$ cat config.mk
export PLATFORM = sky130hd
export DESIGN_NAME = slowtick_monitor
export DESIGN_NICKNAME = d
export VERILOG_FILES = /design/src/rtl/slowtick_monitor.sv
export SDC_FILE = /design/constraint.sdc
export NUM_CORES = 1
export LEC_CHECK = 0
export ABC_AREA = 1
export CORE_UTILIZATION = 56
export CTS_CLUSTER_SIZE = 14
export DETAILED_ROUTE_END_ITERATION = 10
export PLACE_DENSITY_LB_ADDON = 0.3
export SLEW_MARGIN = 5
export SYNTH_ARGS = -nofsm -noshare
export SYNTH_HDL_FRONTEND = slang
export SYNTH_SLANG_ARGS = --single-unit
export TNS_END_PERCENT = 10
$ cat constraint.sdc
create_clock -name fastclock -period 1.66 [get_ports fastclock]
set_input_delay 0.498 -clock fastclock [delete_from_list [all_inputs] [get_ports fastclock]]
set_output_delay 0.498 -clock fastclock [all_outputs]
set_load 0.02 [all_outputs]
$ cat src/rtl/slowtick_monitor.sv
// Slow-tick health monitor: measures fastclock cycles between tick strobes and
// flags fast/slow/missing ticks. Optional miss counter behind SLOWTICK_MISSCNT_EN.
module slowtick_monitor #(
    parameter int CNT_W   = 18,
    parameter int NOMINAL = 156251,
    parameter int TOL     = 16,
    parameter int LOCK_N  = 4
) (
    input  logic             fastclock,
    input  logic             reset_n,
    input  logic             tick,
    input  logic             clr_flags,
    output logic [CNT_W-1:0] period,
    output logic             period_valid,
    output logic             too_fast,
    output logic             too_slow,
    output logic             timeout,
    output logic             locked
`ifdef SLOWTICK_MISSCNT_EN
    ,
    output logic [7:0]       miss_count
`endif
);

    localparam logic [CNT_W-1:0] LO      = CNT_W'(NOMINAL - TOL);
    localparam logic [CNT_W-1:0] HI      = CNT_W'(NOMINAL + TOL);
    localparam logic [CNT_W-1:0] CNT_MAX = '1;
    localparam logic [3:0]       LOCK_V  = 4'(LOCK_N);

    typedef enum logic {WAIT_FIRST, MEASURE} state_t;

    state_t           state_q, state_d;
    logic [CNT_W-1:0] cnt_q, cnt_d;
    logic [3:0]       good_q, good_d;
    logic [CNT_W-1:0] period_q, period_d;
    logic             pv_q, pv_d;
    logic             fast_q, fast_d;
    logic             slow_q, slow_d;
    logic             to_q, to_d;
    logic             lock_q, lock_d;
    logic             fast_evt;

    always_comb begin
        state_d  = state_q;
        cnt_d    = cnt_q;
        good_d   = good_q;
        period_d = period_q;
        pv_d     = 1'b0;
        fast_d   = fast_q & ~clr_flags;
        slow_d   = slow_q & ~clr_flags;
        to_d     = 1'b0;
        lock_d   = lock_q;
        fast_evt = 1'b0;
        case (state_q)
            WAIT_FIRST: begin
                cnt_d = '0;
                if (tick) begin
                    cnt_d   = CNT_W'(1);
                    state_d = MEASURE;
                end
            end
            MEASURE: begin
                if (tick) begin
                    period_d = cnt_q;
                    pv_d     = 1'b1;
                    cnt_d    = CNT_W'(1);
                    if (cnt_q < LO) begin
                        fast_d   = 1'b1;
                        fast_evt = 1'b1;
                        good_d   = '0;
                        lock_d   = 1'b0;
                    end else if (cnt_q > HI) begin
                        slow_d = 1'b1;
                        good_d = '0;
                        lock_d = 1'b0;
                    end else if (good_q >= LOCK_V - 4'd1) begin
                        good_d = LOCK_V;
                        lock_d = 1'b1;
                    end else begin
                        good_d = good_q + 4'd1;
                    end
                end else begin
                    if (cnt_q != CNT_MAX) cnt_d = cnt_q + CNT_W'(1);
                    // cnt passes HI exactly once per interval, so the pulse cannot repeat
                    if (cnt_q == HI) begin
                        to_d   = 1'b1;
                        slow_d = 1'b1;
                        good_d = '0;
                        lock_d = 1'b0;
                    end
                end
            end
            default: state_d = WAIT_FIRST;
        endcase
    end

    always_ff @(posedge fastclock or negedge reset_n) begin
        if (!reset_n) begin
            state_q  <= WAIT_FIRST;
            cnt_q    <= '0;
            good_q   <= '0;
            period_q <= '0;
            pv_q     <= 1'b0;
            fast_q   <= 1'b0;
            slow_q   <= 1'b0;
            to_q     <= 1'b0;
            lock_q   <= 1'b0;
        end else begin
            state_q  <= state_d;
            cnt_q    <= cnt_d;
            good_q   <= good_d;
            period_q <= period_d;
            pv_q     <= pv_d;
            fast_q   <= fast_d;
            slow_q   <= slow_d;
            to_q     <= to_d;
            lock_q   <= lock_d;
        end
    end

`ifdef SLOWTICK_MISSCNT_EN
    logic [7:0] miss_q, miss_d;

    always_comb begin
        miss_d = miss_q;
        if (to_d || fast_evt) begin
            if (miss_q != 8'hFF) miss_d = miss_q + 8'd1;
        end else if (clr_flags) begin
            miss_d = '0;
        end
    end

    always_ff @(posedge fastclock or negedge reset_n) begin
        if (!reset_n) miss_q <= '0;
        else          miss_q <= miss_d;
    end

    assign miss_count = miss_q;
`else
    logic unused_fast_evt;
    assign unused_fast_evt = fast_evt;
`endif

    assign period       = period_q;
    assign period_valid = pv_q;
    assign too_fast     = fast_q;
    assign too_slow     = slow_q;
    assign timeout      = to_q;
    assign locked       = lock_q;

endmodule

==> metrics.yaml, run 1 <==
status: "finished, final reports clean"
drt_iter0_drc: 283
start_util: 0.591
vias_per_cell: 5.53
crit_start: "cnt_q[1]"
synth-seq-cells: 46
die-area_um2: 4540
cts_sinks: 46
slew_headroom: 0.718
crit-reg2reg-launch: "cnt_q[1]"
ff_latch_area_um2: 1150
p_int_mw: 1.70
cts_tree: "done"
clkPwrFrac: 0.387
arrival_ns: 1.86
ys_seq_area_frac: 0.480
grt_start_max_net_pins: 47
synth_nets: 327
routed-wl-met2_um: 2930
htreeDepth: 2
avgRoutedWirePerCell_um: 14.8
slew_viol_final: 0
synthTopCellsByArea: "dfrtp_1 48%, nand2_1 14%, o21ai_0 8.1%"
worst_clock_skew_ns: 0.00455
highest_layer: "met4"
diodes: 0
synthCells: 321
overflow: 0
fillers: 288
p_seq_frac: 0.528
powerDensity_nw_per_um2: 711
clkTransAtPathRegs_ns: 0.08
power_frac_comb: 0.085
grt_pass1_vias: 2210
dp_slack_ns: -0.0647
post-dp-hpwl_um: 4360
drt_wl_total_um: 6270
worst-path-max-fanout: 6
grt_pass1_wl_um: 9960
io_buffers: 26
peakVddDrop_mv: 0.527
clockBufferDepth: 2
core_area_um2: 4060
setup_tns_ns: 0
p_sw_mw: 0.502
p_sw_frac: 0.228
postRouteAntennaNets: 0
p_leak_nw: 1.67
crit_type: "reg -> reg"
antenna_found_initial: 0
setup_viol: 0
clk_latency_ns: 0.30
fin_nets: 380
die_h_um: 67.4
drt-met1-wl_um: 2690
rows: 23
finalHoldViolations: 0
dpl_cell_area_um2: 2890
min_path_type: "in -> async"
rsz0062_at_grt: "true"
synth_top_cell_by_area: "dfrtp_1"
drtPass1Iterations: 4
die_x_um: 67.4
cts_buffers: 5
multi_input_area_um2: 1110
wl_met3_um: 480
yosysUniqueCellTypes: 22
dr_total_vias: 2343
drive_gt1_frac: 0.168
yosys_warnings: 0
holdBufCountCts: 0
grt_usage: 0.300
area_growth_pct: 29.1
post-route-min-period_ns: 1.63
synth_area_um2: 2400
syn_area_per_cell_um2: 7.46
drc: 0
end_kind: "flop"
globalplace.congestion: 1.01
drv_cap: 0
worst_slack_ns: 0.0281
clock-root-buffer: "clkbuf_8"
synth_top_area_share: 0.480
crit_path_start_kind: "flop"
p_total_mw: 2.20
postLayoutCellArea_um2: 3090
fmax_mhz: 613
cp_data_required_time_ns: 1.89
tightest_slew_ns: 0.419
period_share: 0.983
ioPinCount: 27
==> worst max-delay path, stage by stage (launching register included) <==
cell       delay [ns]
dfrtp_1          0.41
ha_4             0.18
nand2_4          0.06
nor2_4           0.14
nand2_2          0.09
nor3b_4          0.25
nand3_4          0.15
clkbuf_16        0.20
o21ai_1          0.08
==> layout by cell type, fill, tap and decap left out, drive strengths merged <==
cell type and instances:
nand4 8, nor2 35, a21oi 3, inv 42
nand2 94, dlygate4sd2 23, ha 2, o41ai 1
clkdlybuf4s50 2, nor3 8, buf 28, clkbuf 7
or2 1, o21ai 39, nand3 32, dfrtp 46
nor3b 2, bufinv 1
==> registers in the layout, indices dropped and copies added (netlist names) <==
name,count
period,18
too_slow,1
timeout,1
good_q,4
too_fast,1
cnt_q,18
period_valid,1
locked,1
state_q,1
==> metrics by stage <==
stage / hold slack, ns / cells / utilization
after floorplan: 0.202 / 321 / -
after global placement: 0.466 / 413 / 0.713
after detailed placement: 0.464 / 413 / 0.713
after CTS: 0.178 / 420 / 0.734
after global routing: 0.185 / 424 / 0.762
final: 0.168 / 424 / 0.762
==> synth_stat cells (all sizes together) <==
cell,instances
nand2,94
dfrtp,46
inv,42
o21ai,39
nor2,35
nand3,32
nand4,8
nor3,8
clkbuf,7
a21oi,3
ha,2
nor3b,2
buf,1
o41ai,1
or2,1
==> final cells by class <==
cell class | count | area share
repair buffers | 54 | 0.160
well taps | 50 | 0.0202
clock buffers | 6 | 0.0267
clock inverters | 1 | 0.00971
multi-input cells | 225 | 0.360
flip-flops and latches | 46 | 0.372
inverters | 42 | 0.0510
==> cell families after synthesis <==
kind of cell             synth area share
AND/OR/NAND/NOR                     0.336
buffers and inverters              0.0820
adder cells (fa/ha/maj)            0.0104
AO/OA/AOI/OAI                      0.0914
flip-flops                          0.480
==> path summary, 6_finish.rpt <==
path	end	slack (ns)	cells past startpoint
hold reg to reg	too_slow	0.48	2
max in group asynchronous	timeout	1.29	2
hold / removal	period[3]	0.17	2
setup / recovery	cnt_q[11]	0.03	8
setup reg to reg	cnt_q[11]	0.03	8
min in group fastclock	too_slow	0.48	2
==> routing by layer <==
metal  track usage  vias to the layer above
met5             0                        -
met4         0.125                        0
met3        0.0591                       24
met2         0.485                       94
met1         0.390                     1089
li1              -                     1136
==> power groups by stage <==
stage | clock [mW] | sequential [mW] | combinational, mW
finish | 0.852 | 1.16 | 0.187
global route | 0.913 | 1.16 | 0.207
CTS | 0.859 | 1.16 | 0.170
detailed placement | 0 | 1.18 | 0.180
global placement | 0 | 1.18 | 0.176
floorplan | 0 | 1.20 | 0.0587
==> timing repair <==
action	CTS	global route
pin swaps	0	11
gates resized for setup	24	26
endpoints found under the hold margin	0	0
gates cloned	0	1
setup buffers	0	3
endpoints found under the setup margin	25	22
Power figures use the tool's default switching activity.
==> run 2, diff against run 1 <==
--- a/config.mk
+++ b/config.mk
@@ -6,9 +6,10 @@
 export NUM_CORES = 1
 export LEC_CHECK = 0
 export ABC_AREA = 1
-export CORE_UTILIZATION = 56
+export CORE_UTILIZATION = 35
 export CTS_CLUSTER_SIZE = 14
 export DETAILED_ROUTE_END_ITERATION = 10
+export GPL_ROUTABILITY_DRIVEN = 0
 export PLACE_DENSITY_LB_ADDON = 0.3
 export SLEW_MARGIN = 5
 export SYNTH_ARGS = -nofsm -noshare
==> metrics.yaml, run 2 (synthesized netlist as in run 1, its figures left out) <==
end_kind: "flop"  # unchanged
vias_per_cell: 5.07  # was 5.53
post-dp-hpwl_um: 4650  # was 4360 um
fmax_mhz: 594  # was 613 MHz
tightest_slew_ns: 0.485  # was 0.419 ns
rsz0062_at_grt: "true"  # unchanged
drt-met1-wl_um: 2940  # was 2690 um
crit_type: "reg -> reg"  # unchanged
layout_commonest_cell: "nand2_1"  # unchanged
holdBufCountCts: 0  # unchanged
overflow: 0  # unchanged
p_leak_nw: 1.71  # was 1.67 nW
ioPinCount: 27  # unchanged
fin_nets: 387  # was 380
worstRegToRegCells: 8  # unchanged
io_buffers: 26  # unchanged
period_share: 1.01  # was 0.983
cts_buffers: 5  # unchanged
ff_latch_area_um2: 1150  # unchanged
wl_met3_um: 292  # was 480 um
mostFrequentLayoutCells: "86 x nand2_1, 46 x dfrtp_1, 39 x inv_1"  # unchanged
cpPeakStageDelay_ns: 0.37  # was 0.41 ns
peakVddDrop_mv: 0.234  # was 0.527 mV
rows: 29  # was 23
slowest_stage: "dfrtp_1"  # unchanged
clkTransAtPathRegs_ns: 0.09  # was 0.08 ns
avgRoutedWirePerCell_um: 13.5  # was 14.8 um
worst_r2r_endpoint: "cnt_q[7]"  # was cnt_q[11]
worst_clock_skew_ns: 0.0106  # was 0.00455 ns
drv_cap: 0  # unchanged
clock-root-buffer: "clkbuf_8"  # unchanged
die-area_um2: 7180  # was 4540 um^2
min_path_type: "in -> async"  # unchanged
slew_headroom: 0.674  # was 0.718
highest_layer: "met4"  # unchanged
grt_usage: 0.185  # was 0.300
finalNonFillerCells: 458  # was 424
antenna_found_initial: 0  # unchanged
core_area_um2: 6490  # was 4060 um^2
worst-path-max-fanout: 8  # was 6
die_h_um: 84.7  # was 67.4 um
drt_iter0_drc: 158  # was 283
crit_path_start_kind: "flop"  # unchanged
grt_pass1_vias: 2221  # was 2,210
drc: 2  # was 0
dr_total_vias: 2324  # was 2,343
status: "complete, but fails checks"  # was finished, final reports clean
post-route-util: 0.486  # was 0.762
placed_cells: 449  # was 413
postRouteAntennaNets: 0  # unchanged
setup_viol: 8  # was 0
slew_viol_final: 0  # unchanged
arrival_ns: 1.91  # was 1.86 ns
area_growth_pct: 31.7  # was 29.1%
violations: "design-rule violations, negative setup slack"
start_util: 0.369  # was 0.591
drt_wl_total_um: 6180  # was 6270 um
finalHoldViolations: 0  # unchanged
crit_chain: "ha_2, nand2_2, nor2_4, nand2_4, nor3b_4, nand3_4, buf_6, o21ai_2"  # was ha_4, nand2_4, nor2_4, nand2_2, nor3b_4, nand3_4, clkbuf_16, o21ai_1
reg2reg_setup_slack_ns: -0.02  # was 0.03 ns
die_x_um: 84.7  # was 67.4 um
worst_slack_ns: -0.0238  # was 0.0281 ns
clk_latency_ns: 0.30  # about the same
crit-reg2reg-launch: "cnt_q[0]"  # was cnt_q[1]
post-route-min-period_ns: 1.68  # was 1.63 ns
fillers: 658  # was 288
cts_tree: "done"  # unchanged
drtPass1Iterations: 8  # was 4
multi_input_area_um2: 1140  # was 1110 um^2
cts_sinks: 46  # unchanged
clockBufferDepth: 2  # unchanged
htreeDepth: 2  # unchanged
drive_gt1_frac: 0.199  # was 0.168
powerDensity_nw_per_um2: 635  # was 711 nW/um^2
grt_pass1_wl_um: 10500  # was 9960 um
diodes: 0  # unchanged
grt_start_max_net_pins: 47  # unchanged
routed-wl-met2_um: 2870  # was 2930 um
cp_data_required_time_ns: 1.88  # was 1.89 ns
[run 2: cell types whose count changed in the layout (fill, tap and decap cells not counted), moves of 3 or more]
cell / delta
buf_4: +6
o21ai_0: -6
o21ai_2: +6
buf_6: +3
[run 2: per-layer routing]
layer	up-vias	track usage
li1	1149	-
met1	1099	0.257
met2	67	0.296
met3	9	0.0324
met4	0	0.0508
met5	-	0
[run 2: stage by stage]
stage          worst slack (ns)  power, mW  hold slack [ns]  setup TNS [ns]  cell area [um^2]
2_1_floorplan             0.160       1.26            0.202               0              2400
3_3_place_gp            -0.0820       1.37            0.466          -0.969              2980
3_5_place_dp             -0.198       1.37            0.472           -1.84              2980
4_1_cts                -0.00489       2.02            0.169        -0.00489              3050
5_1_grt                 -0.0759       2.10            0.171          -0.908              3160
6_report                -0.0238       2.00            0.146         -0.0689              3160
[run 2: critical path: cells and delay by family (launching register included)]
kind,cells,cell delay [ns]
AO/OA/AOI/OAI,1,0.05
flip-flops,1,0.37
buffers and inverters,1,0.19
AND/OR/NAND/NOR,5,0.78
adder cells (fa/ha/maj),1,0.20
[run 2: worst max path at each step]
stage | endpoint | startpoint | cells after the start | slack (ns)
3_5_place_dp | cnt_q[7] | tick | 6 | -0.20
6_report | cnt_q[7] | cnt_q[0] | 8 | -0.02
3_3_place_gp | cnt_q[14] | tick | 6 | -0.08
4_1_cts | cnt_q[1] | cnt_q[0] | 9 | -0.005
5_1_grt | cnt_q[0] | cnt_q[0] | 8 | -0.08
2_1_floorplan | cnt_q[2] | cnt_q[1] | 8 | 0.16
[run 2: power by group]
group / internal [mW] / switching, mW / total [mW]
Clock: 0.289 / 0.372 / 0.661
Combinational: 0.0727 / 0.114 / 0.187
Sequential: 1.14 / 0.0136 / 1.16
Total: 1.50 / 0.500 / 2.00
[run 2: layout make-up]
type	count	area share
clock inverters	1	0.00238
repair buffers	61	0.168
well taps	77	0.0305
multi-input cells	225	0.362
clock buffers	6	0.0230
inverters	42	0.0500
flip-flops and latches	46	0.365
[run 2: timing repair]
action                                  in CTS  in global routing
gates cloned                                 0                  1
setup buffers                                0                  1
pin swaps                                    2                  9
gates resized for setup                     26                 41
endpoints found under the setup margin      33                 21
==> run 3, diff against run 2 <==
--- a/config.mk
+++ b/config.mk
@@ -10,6 +10,7 @@
 export CTS_CLUSTER_SIZE = 14
 export DETAILED_ROUTE_END_ITERATION = 10
 export GPL_ROUTABILITY_DRIVEN = 0
+export GPL_TIMING_DRIVEN = 0
 export PLACE_DENSITY_LB_ADDON = 0.3
 export SLEW_MARGIN = 5
 export SYNTH_ARGS = -nofsm -noshare
==> metrics.yaml, run 3 (synthesized netlist as in run 1, its figures left out) <==
status: "complete, but fails checks"  # unchanged
overflow: 0  # unchanged
die-area_um2: 7180  # unchanged
fmax_mhz: 565  # was 594 MHz
setup_viol: 14  # was 8
period_share: 1.07  # was 1.01
mostFrequentLayoutCells: "88 x nand2_1, 46 x dfrtp_1, 39 x inv_1"  # was 86 x nand2_1, 46 x dfrtp_1, 39 x inv_1
start_util: 0.369  # unchanged
post-dp-hpwl_um: 4410  # was 4650 um
rsz0062_at_grt: "true"  # unchanged
vias_per_cell: 5.18  # was 5.07
tightest_slew_ns: 0.729  # was 0.485 ns
crit_type: "reg -> reg"  # unchanged
violations: "design-rule violations, negative setup slack"  # unchanged
clk_latency_ns: 0.30  # about the same
io_buffers: 26  # unchanged
postRouteAntennaNets: 0  # unchanged
crit_chain: "ha_4, nand2_4, nor2_4, nand2_2, nor3b_4, nand3_4, clkbuf_16, o21ai_2"  # was ha_2, nand2_2, nor2_4, nand2_4, nor3b_4, nand3_4, buf_6, o21ai_2
htreeDepth: 2  # unchanged
area_growth_pct: 24.6  # was 31.7%
die_h_um: 84.7  # unchanged
clock-root-buffer: "clkbuf_8"  # unchanged
grt_pass1_wl_um: 10100  # was 10,500 um
drt_iter0_drc: 253  # was 158
peakVddDrop_mv: 0.279  # was 0.234 mV
fin_nets: 366  # was 387
setup_tns_ns: -1.13  # was -0.0689 ns
diodes: 0  # unchanged
rows: 29  # unchanged
worst_clock_skew_ns: 0.00471  # was 0.0106 ns
drt_wl_total_um: 6030  # was 6180 um
worst-path-max-fanout: 8  # unchanged
clkTransAtPathRegs_ns: 0.08  # was 0.09 ns
cts_tree: "done"  # unchanged
avgRoutedWirePerCell_um: 13.8  # was 13.5 um
slew_headroom: 0.514  # was 0.674
cts_sinks: 46  # unchanged
p_total_mw: 1.99  # was 2.00 mW
p_leak_nw: 1.59  # was 1.71 nW
crit_path_start_kind: "flop"  # unchanged
ioPinCount: 27  # unchanged
drive_gt1_frac: 0.139  # was 0.199
cts_buffers: 5  # unchanged
drv_cap: 0  # unchanged
grt_usage: 0.177  # was 0.185
dp_slack_ns: -0.671  # was -0.198 ns
slowest_stage: "dfrtp_1"  # unchanged
clockBufferDepth: 2  # unchanged
drtPass1Iterations: 7  # was 8
post-route-util: 0.460  # was 0.486
cp_data_required_time_ns: 1.88  # about the same
grt_start_max_net_pins: 32  # was 47
powerDensity_nw_per_um2: 666  # was 635 nW/um^2
core_area_um2: 6490  # unchanged
antenna_found_initial: 0  # unchanged
end_kind: "flop"  # unchanged
finalHoldViolations: 0  # unchanged
arrival_ns: 1.99  # was 1.91 ns
layout_commonest_cell: "nand2_1"  # unchanged
cpPeakStageDelay_ns: 0.42  # was 0.37 ns
min_path_type: "in -> async"  # unchanged
slew_viol_final: 0  # unchanged
holdBufCountCts: 0  # unchanged
worst_slack_ns: -0.111  # was -0.0238 ns
grt_pass1_vias: 2085  # was 2,221
drc: 2  # unchanged
dr_total_vias: 2265  # was 2,324
die_x_um: 84.7  # unchanged
post-route-min-period_ns: 1.77  # was 1.68 ns
run 3: cell types whose count changed in the layout (fill, tap and decap cells not counted), moves of 2 or more:
cell | before | now
buf_4 | 29 | 4
buf_6 | 4 | 1
clkbuf_1 | 1 | 3
clkbuf_2 | 0 | 3
clkinv_2 | 0 | 2
nand2_1 | 86 | 88
o21ai_0 | 26 | 30
o21ai_1 | 3 | 0
run 3: cell type report:
type                       count  area [um^2]
clock buffer                   5         68.8
fill                         660         3510
tap                           77         96.3
inverter                      42          158
multi-input combinational    225         1150
clock inverter                 2         10.0
sequential                    46         1150
timing repair buffer          32          300
buffer                         8         52.6
run 3: critical path: cells and delay by family (launching register included):
family          cells  cell delay [ns]
compound gates      1             0.05
buf+inv             1             0.21
fa+ha+maj           1             0.18
flops               1             0.42
simple gates        5             0.82
run 3: through the flow:
step | hold slack [ns] | std cells | instance area, um^2
after CTS | 0.116 | 432 | 2850
after floorplan | 0.202 | 321 | 2400
final | 0.111 | 437 | 2990
after global routing | 0.124 | 437 | 2990
after global placement | 0.466 | 424 | 2750
after detailed placement | 0.436 | 425 | 2770
run 3: per-layer routing:
layer	GRT usage	vias up	wire [um]
met4	0.0524	0	110
met3	0.0295	9	356
li1	-	1108	-
met2	0.282	78	2790
met1	0.247	1070	2770
met5	0	-	0
run 3: final timing paths:
path / to / cells after the start / slack, ns / start
worst min register to register: period[11] / 2 / 0.48 / period[11]
worst max register to register: cnt_q[5] / 8 / -0.11 / cnt_q[1]
max in group asynchronous: cnt_q[15] / 2 / 1.07 / reset_n
worst max-delay path: cnt_q[5] / 8 / -0.11 / cnt_q[1]
worst min-delay path: period[8] / 1 / 0.11 / reset_n
min in group fastclock: period[11] / 2 / 0.48 / period[11]
run 3: where the power goes:
group	internal (mW)	switching, mW
Sequential	1.14	0.0189
Combinational	0.0619	0.116
Clock	0.283	0.367
run 3: repair_timing:
item	CTS	global route
pin swaps	3	5
buffers inserted	0	4
cloned	0	1
resized for setup	38	27
setup endpoints to repair	55	19
endpoints found under the hold margin	0	0
==> RTL edit (settings of run 2) <==
Build with the macro `SLOWTICK_MISSCNT_EN` defined.
--- a/src/rtl/slowtick_monitor.sv
+++ b/src/rtl/slowtick_monitor.sv
@@ -2,2 +2,4 @@
 // flags fast/slow/missing ticks. Optional miss counter behind SLOWTICK_MISSCNT_EN.
+`define SLOWTICK_MISSCNT_EN
+
 module slowtick_monitor #(
Check against the original RTL (old outputs only; new: miss_count): equivalent (Yosys induction, for registers that start in step).
==> RTL edit against run 2 <==
The run ends with setup timing left; worst hold slack worse by 0.0044 ns; synthesized cell count up 11%; setup slack worse by 0.0056 ns; wire length up 21%; utilization up 0.71 points; design area up 23%; via count up 16%; die area up 20%; sequential share of layout area down 1.4 points; sequential cell count up 8; area after synthesis up 20%.
Power is not compared: it rests on default switching activity, and its combinational part moved more than twofold at a synthesized area within 25%.
==> RTL edit: results (changes against run 2) <==
Placed design
  – Placed wire-length estimate: 5230 um (+13%)
  – IO Port Bufs: 34 (+31%)
  – Placed Cells: 517 (+15%)

Yosys
  – Synth top area cells: dfrtp_1 (47%), nand2_1 (12%), nand3_1 (6.9%), inv_1 (4.9%), o21ai_0 (4.7%)
  – Synth Area in Adders: 1.300% (+0.26 points)
  – Ys Warns: 0 (unchanged)
  – Synth Area in Compound Gates: 8.929% (-0.21 points)
  – Synth cell count leaders: nand2_1 (89), dfrtp_1 (54), nand3_1 (40)
  – Mux contribution to synthesized area: 0% (unchanged)
  – Post-synthesis cell count: 357 (+11%)
  – Cell variety after synth: 34 (+55%)
  – XOR/XNOR Fraction of Synth Area: 1.517% (+1.5 points)
  – Sequential area share after synthesis: 46.81% (-1.2 points)

Drt
  – Vias per inst: 4.972 (-2.0%)
  – Met3 WL: 465 um (+59%)
  – M1 wire length: 3386 um (+15%)
  – Pre-antenna DRT Iters: 4 (-4)
  – WL met2: 3522 um (+23%)
  – Wire per inst: 13.80 um (+2.2%)
  – Number of DRC markers in iteration 0: 142 (-10%)

Clocking
  – CTS resizes: 35 (+35%)
  – Clock insertion delay at the later pin of the skew report: 0.32 ns (+0.02 ns)
  – Clock Tree Root: clkbuf_8
  – Total CTS buffers: 5 (unchanged)

Final layout
  – Finished Layout Cells: 544 (+19%)
  – Nets: 448 (+16%)
  – Layout cells sized above 1: 25.11% (+5.2 points)

GRT
  – Pin count of the biggest net entering global routing: 55 (+17%)
  – First-pass GRT wire length: 12090 um (+15%)
  – Met2 Use GR: 28.06% (-1.6 points)
  – Vias in the first global route: 2524 (+14%)
  – Grt met1 use: 24.66% (-1.1 points)
  – Total GRT Usage: 17.81% (-0.66 points)
  – Met3 usage: 2.545% (-0.70 points)

STA
  – Final setup margin: -0.02937 ns (-0.005581 ns)
  – Worst Clk Skew: 0.01461 ns (+0.003971 ns)
  – Final Setup Violations: 2 (-6)
  – Worst-Margin Slew: 0.3317 ns (-0.1537 ns)
  – Worst Hold Margin: 0.1419 ns (-0.004351 ns)

Worst setup path
  – Crit path max fanout: 9 (+1)
  – Critical Path AT: 1.88 ns (-0.03 ns)
  – RR Endpoint: cnt_q[5]$_DFFE_PN0P_
  – Reg2reg start: cnt_q[1]$_DFFE_PN0P_

Run status
  – Failing checks: setup timing
  – Status: complete, but fails checks

Worst hold path
  – Hold Path Class: input pin to asynchronous set/reset pin
==> RTL edit: critical path: stages, from the launching register on <==
cell and delay, ns:
dfrtp_1 0.42, ha_4 0.16, inv_1 0.04, nor2_2 0.12, nand2_2 0.11, nor3_4 0.21, buf_4 0.17, nand4_4 0.18
o41ai_1 0.14
==> RTL edit: cell type report <==
class | instances | area (sq um)
clock inverters | 2 | 16.27
flip-flops and latches | 54 | 1359
multi-input cells | 256 | 1458
inverters | 42 | 157.7
well taps | 102 | 127.6
repair buffers | 82 | 668.1
fillers | 780 | 3979
clock buffers | 6 | 82.58
==> RTL edit: through the flow <==
stage          setup WS, ns  cell area, sq um  utilization [%]  total power [mW]  setup TNS, ns
2_1_floorplan       0.03542              2887                -             1.656              0
3_3_place_gp        -0.3040              3556            45.31             1.890         -6.838
3_5_place_dp        -0.3695              3556            45.31             1.899         -8.065
4_1_cts            -0.04541              3621            46.14             2.665       -0.07526
5_1_grt            -0.08857              3869            49.30             2.796         -1.218
6_report           -0.02937              3869            49.30             2.662       -0.03296
